==> config.mk <==
export PLATFORM = sky130hd
export DESIGN_NAME = uart_rx
export DESIGN_NICKNAME = d
export VERILOG_FILES = /design/src/rtl/uart_rx.sv
export SDC_FILE = /design/constraint.sdc
export NUM_CORES = 1
export LEC_CHECK = 0
export ABC_AREA = 1
export BUFFER_PORTS_ARGS = -buffer_cell sky130_fd_sc_hd__buf_2
export CAP_MARGIN = 20
export CORE_MARGIN = 1
export CORE_UTILIZATION = 55
export CTS_BUF_LIST = sky130_fd_sc_hd__clkbuf_8
export DETAILED_ROUTE_END_ITERATION = 8
export GPL_TIMING_DRIVEN = 0
export PLACE_DENSITY = 0.7
export SYNTH_ARGS = -nofsm -noshare
export SYNTH_HDL_FRONTEND = slang
export SYNTH_SLANG_ARGS = --single-unit
export TNS_END_PERCENT = 5
==> constraint.sdc <==
create_clock -name clk -period 1.73 [get_ports clk]
set_input_delay 0.2595 -clock clk [delete_from_list [all_inputs] [get_ports clk]]
set_output_delay 0.2595 -clock clk [all_outputs]
set_load 0.02 [all_outputs]
==> src/rtl/uart_rx.sv <==
// uart_rx -- UART receiver, frame = 1 start, N data (LSB first),
// optional even parity, M stop bits. Mid-bit sampling from a start edge
// seen on the synchronized line.
//
// Ports:
//   clk        : single clock
//   reset      : synchronous, active-high
//   rx         : asynchronous serial input, idle high
//   data_out   : last received word, held until the next frame completes
//   rx_valid   : one-cycle strobe when data_out / error flags update
//   parity_err : parity mismatch on last frame (0 when PARITY_EN=0)
//   frame_err  : a stop bit was sampled low on last frame
//   busy       : high whenever the receiver is not idle
module uart_rx #(
   parameter int N         = 8,
   parameter int M         = 1,
   parameter int PARITY_EN = 0,
   parameter int BAUD_RATE = 9600,
   parameter int CLK_FREQ  = 50000000
) (
   input  logic         clk,
   input  logic         reset,
   input  logic         rx,
   output logic [N-1:0] data_out,
   output logic         rx_valid,
   output logic         parity_err,
   output logic         frame_err,
   output logic         busy
);

   localparam int CPB  = CLK_FREQ / BAUD_RATE;
   localparam int HALF = CPB / 2;
   localparam int CW   = $clog2(CPB);
   localparam int BMAX = (N > M) ? N : M;
   localparam int BW   = (BMAX > 1) ? $clog2(BMAX) : 1;

   typedef enum logic [2:0] {IDLE, START, DATA, PARITY, STOP} state_t;

   state_t        state;
   logic [CW-1:0] cnt;
   logic [BW-1:0] bit_cnt;
   logic [N-1:0]  sreg;
   logic          rx_q1, rx_s;
   logic          armed;
   logic          pe_p, fe_p;

   wire bit_end = (cnt == CW'(CPB - 1));

   assign busy = (state != IDLE);

   always_ff @(posedge clk) begin
      if (reset) begin
         state      <= IDLE;
         cnt        <= '0;
         bit_cnt    <= '0;
         sreg       <= '0;
         rx_q1      <= 1'b1;
         rx_s       <= 1'b1;
         armed      <= 1'b0;
         pe_p       <= 1'b0;
         fe_p       <= 1'b0;
         data_out   <= '0;
         rx_valid   <= 1'b0;
         parity_err <= 1'b0;
         frame_err  <= 1'b0;
      end else begin
         rx_q1    <= rx;
         rx_s     <= rx_q1;
         rx_valid <= 1'b0;
         // A high line re-arms start detection; a stuck-low line never does.
         if (rx_s) armed <= 1'b1;

         case (state)
            IDLE: begin
               cnt     <= '0;
               bit_cnt <= '0;
               if (armed && !rx_s) begin
                  state <= START;
                  pe_p  <= 1'b0;
                  fe_p  <= 1'b0;
               end
            end

            START: begin
               if (cnt == CW'(HALF - 1)) begin
                  cnt   <= '0;
                  // Line back high at mid start bit: glitch, drop silently.
                  state <= rx_s ? IDLE : DATA;
               end else begin
                  cnt <= cnt + 1'b1;
               end
            end

            DATA: begin
               if (bit_end) begin
                  cnt  <= '0;
                  // Shift in at the MSB so the first bit ends up in bit 0.
                  sreg <= (sreg >> 1) | (N'(rx_s) << (N - 1));
                  if (bit_cnt == BW'(N - 1)) begin
                     bit_cnt <= '0;
                     state   <= (PARITY_EN != 0) ? PARITY : STOP;
                  end else begin
                     bit_cnt <= bit_cnt + 1'b1;
                  end
               end else begin
                  cnt <= cnt + 1'b1;
               end
            end

            PARITY: begin
               if (bit_end) begin
                  cnt   <= '0;
                  pe_p  <= rx_s ^ (^sreg);
                  state <= STOP;
               end else begin
                  cnt <= cnt + 1'b1;
               end
            end

            STOP: begin
               if (bit_end) begin
                  cnt <= '0;
                  if (bit_cnt == BW'(M - 1)) begin
                     // Leave at mid stop bit so an immediate next start is caught.
                     state      <= IDLE;
                     bit_cnt    <= '0;
                     data_out   <= sreg;
                     parity_err <= pe_p;
                     frame_err  <= fe_p | ~rx_s;
                     rx_valid   <= 1'b1;
                     // After a framing error, require the line to go high
                     // before another start is accepted.
                     if (fe_p || !rx_s) armed <= 1'b0;
                  end else begin
                     bit_cnt <= bit_cnt + 1'b1;
                     if (!rx_s) fe_p <= 1'b1;
                  end
               end else begin
                  cnt <= cnt + 1'b1;
               end
            end

            default: state <= IDLE;
         endcase
      end
   end

endmodule

==> results_dict.tcl, run 1 <==
set metrics [dict create \
    status "complete, no violations" \
    p_leak_nw 1.181 \
    clockBufferDepth 2 \
    hold_viol_final 0 \
    rsz0062_at_grt "false" \
    synth.area.top_cells "dfxtp_1 37%, nand2_1 11%, nor2_1 7.8%, inv_1 6.2%, nand3_1 5.8%" \
    final.setup_skew_ns 0.003454 \
    critical_path_class "reg2reg" \
    finalSetupViolations 0 \
    syn-cell-area_sq_um 2311 \
    syn2layout_area_growth_pct 12.67 \
    drive_above_1_share 0.1468 \
    slew-limit-headroom 0.6513 \
    yosys-mux-area-fraction 0 \
    synth_nets 346 \
    grt_pass1_vias 1979 \
    pre_cts_ws_ns -0.01822 \
    min_path_type "in2reg" \
    n_antenna_cell 0 \
    vias 2169 \
    fillerInstances 384 \
    fin_crit_sh 0.9067 \
    fp.dieArea_sq_um 4465 \
    cts_root_buffer "clkbuf_8" \
    fp.dieH_um 66.82 \
    antenna_found_initial 0 \
    synth.distinct_cells 30 \
    cts_tree "yes" \
    power_density_nw_per_um2 1214 \
    synthSimpleGateAreaFrac 0.3768 \
    grt_pass1_wl_um 8728 \
    coreArea_sq_um 4029 \
    synth_edf_count 0 \
    crit_arrival_ns 1.77 \
    critPathLaunchType "flop" \
    portBuffers 13 \
    rows 23 \
    critPathRequiredTime_ns 1.93 \
    yosysWarningCount 0 \
    layout_min_cycle_time_ns 1.569 \
    synth_top_family_by_area "simple AND/OR/NAND/NOR gates" \
    ys_ff_latch 43 \
    wl_per_cell_um 12.25 \
    detailed_place_hpwl_um 3815 \
    path_clk_slew_ns 0.08 \
    crit_path_end_kind "flop" \
    grt_usage 0.2615 \
    synthTopCellsByCount "67 x nand2_1, 48 x nor2_1, 43 x dfxtp_1" \
    worst_slack_ns 0.1614 \
    synth_adder_area_share 0.02166 \
    clock.fmax_mhz 637.5 \
    syn_inst 339 \
    utilization 0.6463 \
    tightest_slew_ns 0.5182 \
    postRouteWirelength_um 5036 \
    holdWs_ns 0.1396 \
    clock-sinks 43 \
    vdd_drop_max_mv 1.112 \
    synth-xor-area-share 0.02274 \
    yosysTopAreaCell "dfxtp_1" \
    slew_violations 0 \
    tns_ns 0 \
    yosysMostFrequentCell "nand2_1" \
    die_w_um 66.82 \
    pin_count 15 \
    async_flop_share 0 \
    yosys_most_used_dff "dfxtp_1" \
    crit_slowest_cell "dfxtp_2" \
    drtAntennaViolNets 0 \
    cp_cell_sequence "ha_4, nand2_1, nor2_2, nand3_4, nor2_4, inv_1, nor2_1, nor2_1" \
    crit_fanout 8 \
    dr.pass1.iters 4 \
    cts_inserted_buffers 5 \
    drc 0 \
    start_util 0.5736 \
    nets 367 \
    place.gp.congestion 0.8722 \
    synth_top_area_share 0.3725 \
    syn_avg_cell_area_sq_um 6.817 \
    seq_area_frac_synth 0.3725 \
    grt_overflow 0 \
    crit_path_max_incr_delay_ns 0.38 \
    finalPower_mw 3.161 \
    path_common_cell "nor2_1" \
    grt_max_degree 14 \
    via_per_inst 5.277 \
    htreeDepth 2 \
    synth_compound_area_frac 0.1115 \
    drtIter0Drc 159 \
    clock_latency_ns 0.30 \
    max_cap_violations 0 \
]
-- repair_timing --
item / in CTS / in global routing
endpoints found under the hold margin: 0 / 0
cloned: 0 / 1
pin swaps: 0 / 2
buffers inserted: 0 / 0
hold buffers: 0 / 0
setup endpoints to repair: 5 / 35
resized for setup: 2 / 5
-- worst paths after layout --
check | from | end | slack (ns) | depth (start not counted)
min reg2reg | rx_q1 | rx_s | 0.42 | 1
max | cnt[0] | parity_err | 0.16 | 8
min | rx | rx_q1 | 0.14 | 2
max reg2reg | cnt[0] | parity_err | 0.16 | 8
-- flip-flops by register name (all words and copies together), names as in the netlist --
register and cells:
bit_cnt 3, fe_p 1, pe_p 1, sreg 8, rx_valid 1, rx_s 1, rx_q1 1, parity_err 1
cnt 13, armed 1, state 3, data_out 8, frame_err 1
-- cells in the final DEF (no fill, tap or decap) --
cell type,instances
o21a_1,1
o211ai_1,1
buf_2,15
a21boi_0,1
buf_1,1
clkbuf_8,5
xnor2_1,2
nor2_1,48
inv_1,39
nand2_2,3
nor2_2,1
nand3_4,2
nand3_1,27
o21ai_1,8
nor2_4,6
or2_2,3
dfxtp_2,2
bufinv_16,2
ha_4,1
nand2_1,67
buf_6,3
nand4_1,6
nor3_2,1
nor3_1,14
o21ai_0,17
clkbuf_1,3
nand3_2,2
inv_2,6
dfxtp_1,41
ha_1,3
nand2_4,1
nor4_1,1
xor2_1,4
a21oi_1,22
nand3b_1,2
-- critical path, delay by kind of cell, from the launching register on --
kind | cells | cell delay, ns
flops | 1 | 0.38
simple gates | 6 | 0.80
buf+inv | 1 | 0.13
fa+ha+maj | 1 | 0.16
-- metrics by stage --
stage / area (sq um) / cells
final: 2604 / 411
after floorplan: 2311 / 339
after global placement: 2439 / 402
after detailed placement: 2439 / 402
after CTS: 2584 / 410
after global routing: 2604 / 411
-- per-layer routing --
metal,track usage,wire length [um]
met1,0.3219,2347
met2,0.4394,2425
met3,0.05822,155
met4,0.09840,108
met5,0,0
-- cell families after synthesis --
kind of cell             after synthesis
adder cells (fa/ha/maj)                4
AO/OA/AOI/OAI                         50
AND/OR/NAND/NOR                      184
flip-flops                            43
XOR/XNOR                               6
buffers and inverters                 52
-- layout make-up --
type	instances	area [sq um]	share of cell area
clock inverter	3	63.81	0.02451
inverter	44	165.2	0.06343
timing repair buffer	14	70.07	0.02691
tap	50	62.56	0.02403
buffer	8	53.80	0.02066
clock buffer	5	68.82	0.02643
sequential	43	863.3	0.3316
multi-input combinational	244	1256	0.4825
-- power breakdown --
part / internal, mW / leakage [nW] / switching, mW / total (mW)
Sequential: 1.07 / 0.349 / 0.0991 / 1.17
Clock: 0.571 / 0.0695 / 0.344 / 0.915
Combinational: 0.343 / 0.762 / 0.733 / 1.08
Total: 1.98 / 1.18 / 1.18 / 3.16
Power figures use the tool's default switching activity.
==> run 2: changes to the inputs <==
--- a/config.mk
+++ b/config.mk
@@ -8,12 +8,11 @@
 export ABC_AREA = 1
 export BUFFER_PORTS_ARGS = -buffer_cell sky130_fd_sc_hd__buf_2
 export CAP_MARGIN = 20
-export CORE_MARGIN = 1
-export CORE_UTILIZATION = 55
+export CORE_UTILIZATION = 50
 export CTS_BUF_LIST = sky130_fd_sc_hd__clkbuf_8
 export DETAILED_ROUTE_END_ITERATION = 8
 export GPL_TIMING_DRIVEN = 0
-export PLACE_DENSITY = 0.7
+export PLACE_DENSITY = 0.65
 export SYNTH_ARGS = -nofsm -noshare
 export SYNTH_HDL_FRONTEND = slang
 export SYNTH_SLANG_ARGS = --single-unit
==> constraint.sdc (replaced) <==
create_clock -name clk -period 1.73 [get_ports clk]
set_input_delay 0.0865 -clock clk [delete_from_list [all_inputs] [get_ports clk]]
set_output_delay 0.0865 -clock clk [all_outputs]
set_load 0.02 [all_outputs]
==> run 2 against run 1 <==
Count of clock-buffer cells in the layout unchanged. Via count decreased by 0.65%. Critical path depth unchanged. Critical path type unchanged. Clock skew increased by 0.0042 ns. Final cell count increased by 0.49%. Largest cell class unchanged. Combinational power about the same. Global-route usage decreased by 3.5 points.
==> results_dict.tcl, run 2 (same netlist as run 1, synthesis figures left out) <==
set metrics [dict create \
    wl_per_cell_um 12.37 \
    rsz0062_at_grt "false" \
    place.gp.congestion 0.8664 \
    stdcell_count 413 \
    n_antenna_cell 0 \
    seq_area_sq_um 863.3 \
    fin_crit_sh 0.9216 \
    fp.dieArea_sq_um 4898 \
    clock.fmax_mhz 627.2 \
    clockBufferDepth 2 \
    cts_root_buffer "clkbuf_8" \
    cts_inserted_buffers 5 \
    dpl.cell_count 404 \
    final_common_cell "nand2_1" \
    portBuffers 13 \
    cts_tree "yes" \
    coreArea_sq_um 4384 \
    grt_pass1_wl_um 8963 \
    syn2layout_area_growth_pct 13.26 \
    place_area_sq_um 2441 \
    holdWs_ns 0.1510 \
    vdd_drop_max_mv 1.095 \
    status "complete, no violations" \
    drive_above_1_share 0.1496 \
    fillerInstances 433 \
    final.setup_skew_ns 0.007633 \
    finalSetupViolations 0 \
    final_area_sq_um 2618 \
    drtAntennaViolNets 0 \
    max_cap_violations 0 \
    postRouteWirelength_um 5110 \
    antenna_found_initial 0 \
    power_density_nw_per_um2 1213 \
    slew-limit-headroom 0.6432 \
    critPathRequiredTime_ns 1.96 \
    largest-register "cnt" \
    slew_violations 0 \
    critical_path_class "reg2reg" \
    nets 367 \
    htreeDepth 2 \
    clock_latency_ns 0.30 \
    vias 2155 \
    detailed_place_hpwl_um 3863 \
    grt_pass1_vias 2008 \
    drtIter0Drc 79 \
    via_per_inst 5.218 \
    utilization 0.5970 \
    crit_arrival_ns 1.83 \
    min_path_type "in2reg" \
    hold_viol_final 0 \
    crit_fanout 10 \
    die_w_um 69.99 \
    multiInputGateArea_sq_um 1262 \
    path_clk_slew_ns 0.08 \
    top_regs "cnt: 13 flops, data_out: 8 flops, sreg: 8 flops" \
    critPathLaunchType "flop" \
    grt_overflow 0 \
    final_cell_mix "67 x nand2_1, 47 x nor2_1, 41 x dfxtp_1" \
    pin_count 15 \
    largest_reg_flops 13 \
    crit_path_end_kind "flop" \
    rows 24 \
    clock-sinks 43 \
    finalPower_mw 3.174 \
    fp.dieH_um 69.99 \
    drc 0 \
    start_util 0.5271 \
    p_leak_nw 1.180 \
    grt_max_degree 14 \
    grt_usage 0.2263 \
    layout_min_cycle_time_ns 1.594 \
    dr.pass1.iters 4 \
    tightest_slew_ns 0.5303 \
]
==> run 2: power breakdown <==
group | internal (mW) | total (mW) | switching, mW
Sequential | 1.07 | 1.17 | 0.101
Combinational | 0.350 | 1.09 | 0.742
Clock | 0.571 | 0.910 | 0.339
==> run 2: final cells by class <==
class | instances | area share
inverter | 44 | 0.06310
clock inverter | 3 | 0.02438
sequential | 43 | 0.3298
tap | 52 | 0.02486
multi-input combinational | 244 | 0.4823
clock buffer | 5 | 0.02629
timing repair buffer | 14 | 0.02868
buffer | 8 | 0.02055
==> run 2: worst paths after layout <==
path         cells past startpoint  slack (ns)   start        to
max reg2reg                      8        0.14  cnt[0]   sreg[7]
min                              2        0.15   reset  rx_valid
max                              8        0.14  cnt[0]   sreg[7]
min reg2reg                      1        0.42   rx_q1      rx_s
==> run 2: layer usage <==
metal | up-vias | global-route usage | wire length (um) | part of all wire
met4 | 0 | 0.08444 | 80 | 0.016
li1 | 1134 | - | - | -
met3 | 8 | 0.04185 | 164 | 0.032
met2 | 29 | 0.3846 | 2494 | 0.49
met1 | 984 | 0.2839 | 2371 | 0.46
met5 | - | 0 | 0 | 0
==> run 2: per-stage QoR <==
| step | setup slack, ns | TNS (ns) |
|---|---|---|
| 3_3_place_gp | -0.01057 | -0.03400 |
| 6_report | 0.1357 | 0 |
| 5_1_grt | 0.01290 | 0 |
| 3_5_place_dp | -0.05999 | -0.3457 |
| 2_1_floorplan | 0.2695 | 0 |
| 4_1_cts | -0.005181 | -0.009955 |
==> run 2: critical path: stages, from the launching register on <==
cell     delay [ns]
dfxtp_2        0.37
ha_4           0.17
nand2_1        0.12
nor2_2         0.15
nand3_4        0.16
nor2_4         0.21
buf_6          0.16
o21ai_1        0.06
a21oi_1        0.13
==> run 2: repair_timing <==
item / CTS / global route
hold endpoints to repair: 1 / 0
endpoints found under the setup margin: 8 / 21
hold buffers: 1 / 0
pin swaps: 0 / 3
buffers inserted: 0 / 0
gates resized for setup: 3 / 6
==> run 3: changes to the inputs <==
==> constraint.sdc (replaced) <==
create_clock -name clk -period 1.6 [get_ports clk]
set_input_delay 0.08 -clock clk [delete_from_list [all_inputs] [get_ports clk]]
set_output_delay 0.08 -clock clk [all_outputs]
set_load 0.02 [all_outputs]
==> run 3 against run 2 <==
Cell area rose by 2.1%. Clock skew increased by 0.00083 ns. Fmax up 6.9%. Worst setup slack worse by 0.027 ns. Via count up 0.93%. Die area is the same. Critical path type unchanged.
==> results_dict.tcl, run 3 (same netlist as run 1, synthesis figures left out) <==
set metrics [dict create \
    status "complete, no violations" \
    top_regs "cnt: 13 flops, data_out: 8 flops, sreg: 8 flops" \
    grtUsageMet1 0.2875 \
    coreArea_sq_um 4384 \
    utilization 0.6093 \
    clockBufferDepth 2 \
    postRouteWirelength_um 5210 \
    crit_path_end_kind "flop" \
    power_density_nw_per_um2 1298 \
    hold_viol_final 0 \
    crit_fanout 10 \
    crit_slowest_cell "dfxtp_2" \
    fin_crit_sh 0.9320 \
    cts_tree "yes" \
    drive_above_1_share 0.1796 \
    cp_top_family "simple AND/OR/NAND/NOR gates" \
    finalPower_mw 3.468 \
    crit_buf_inv 1 \
    critPathRequiredTime_ns 1.83 \
    vias 2175 \
    path_common_cell "nor2_4" \
    htreeDepth 2 \
    crit_path_max_incr_delay_ns 0.37 \
    max_cap_violations 0 \
    cts_inserted_buffers 5 \
    min-delay-start "reset" \
    final_common_cell "nand2_1" \
    fp.dieArea_sq_um 4898 \
    rsz0062_at_grt "true" \
    largest_reg_flops 13 \
    place.gp.congestion 0.8664 \
    wl_per_cell_um 12.58 \
    worst_slack_ns 0.1089 \
    p_leak_nw 1.191 \
    pin_count 15 \
    drtIter0Drc 83 \
    n_antenna_cell 0 \
    final_cell_mix "64 x nand2_1, 44 x nor2_1, 39 x inv_1" \
    critical_path_class "reg2reg" \
    min_path_type "in2reg" \
    detailed_place_hpwl_um 3863 \
    grt_overflow 0 \
    cp-startpoint "cnt[0]" \
    grt-busiest-layer "met2" \
    grt_use_met3 0.04185 \
    final.setup_skew_ns 0.008458 \
    grt_max_degree 14 \
    reg2reg_from "cnt[0]" \
    place_area_sq_um 2441 \
    clock_latency_ns 0.30 \
    fp.dieH_um 69.99 \
    final_area_sq_um 2671 \
    largest-register "cnt" \
    drtAntennaViolNets 0 \
    slew-limit-headroom 0.6408 \
    via_per_inst 5.254 \
    tns_ns 0 \
    vdd_drop_max_mv 1.191 \
    dr.pass1.iters 4 \
    cp_cell_sequence "ha_4, nand2_2, nor2_4, nand3_4, nor2_4, buf_6, o21ai_1, a21oi_1" \
    crit_arrival_ns 1.72 \
    pre_cts_ws_ns -0.1900 \
    antenna_found_initial 0 \
    critPathLaunchType "flop" \
    grt_usage 0.2269 \
    die_w_um 69.99 \
    start_util 0.5271 \
    layout_min_cycle_time_ns 1.491 \
    nets 368 \
    clock.fmax_mhz 670.6 \
    cts_root_buffer "clkbuf_8" \
    clock-sinks 43 \
    path_clk_slew_ns 0.09 \
    rows 24 \
    grt_util_met2 0.3825 \
    slew_violations 0 \
    tightest_slew_ns 0.5339 \
    portBuffers 13 \
    finalSetupViolations 0 \
    grt_pass1_wl_um 8976 \
    syn2layout_area_growth_pct 15.59 \
    drc 0 \
    grt_pass1_vias 2001 \
]
## run 3: cell types whose count changed in the layout (fill, tap and decap cells not counted)
cell / previous run / this run
nor2_4: 6 / 7
buf_12: 0 / 1
buf_2: 14 / 13
nor2_1: 47 / 44
nor2_2: 2 / 4
nand2_2: 3 / 6
buf_6: 3 / 4
dfxtp_4: 0 / 1
nand2_1: 67 / 64
dfxtp_2: 2 / 5
dfxtp_1: 41 / 37
## run 3: power breakdown
| part | switching [mW] | total, mW | internal [mW] |
|---|---|---|---|
| Sequential | 0.108 | 1.27 | 1.16 |
| Clock | 0.371 | 0.988 | 0.617 |
| Combinational | 0.820 | 1.21 | 0.388 |
## run 3: area by class of cell
cell class | count | area (sq um)
Sequential cell | 43 | 870.8
Tap cell | 52 | 65.06
Clock inverter | 3 | 63.81
Timing Repair Buffer | 15 | 95.09
Inverter | 44 | 165.2
Multi-Input combinational cell | 244 | 1282
Fill cell | 426 | 1713
Buffer | 8 | 60.06
Clock buffer | 5 | 68.82
## run 3: worst paths after layout
| check | to | slack [ns] | cells after the start |
|---|---|---|---|
| worst min-delay path | rx_valid | 0.15 | 2 |
| worst min register to register | rx_s | 0.42 | 1 |
| worst max-delay path | sreg[7] | 0.11 | 8 |
| worst max register to register | sreg[7] | 0.11 | 8 |
## run 3: metal layers
metal / vias to the layer above / part of all wire
met1: 995 / 0.46
met4: 0 / 0.015
met3: 8 / 0.037
met2: 36 / 0.49
li1: 1136 / -
met5: - / 0
## run 3: metrics by stage
stage                     hold slack [ns]  std cells
after floorplan                    0.1838        339
after global placement             0.2621        404
after detailed placement           0.2640        404
after CTS                          0.1497        414
after global routing               0.1885        414
final                              0.1455        414
## run 3: timing repair
action,in CTS,in global routing
hold buffers,1,0
endpoints found under the setup margin,35,29
setup buffers,1,0
pin swaps,2,5
gates resized for setup,7,17
endpoints found under the hold margin,1,0
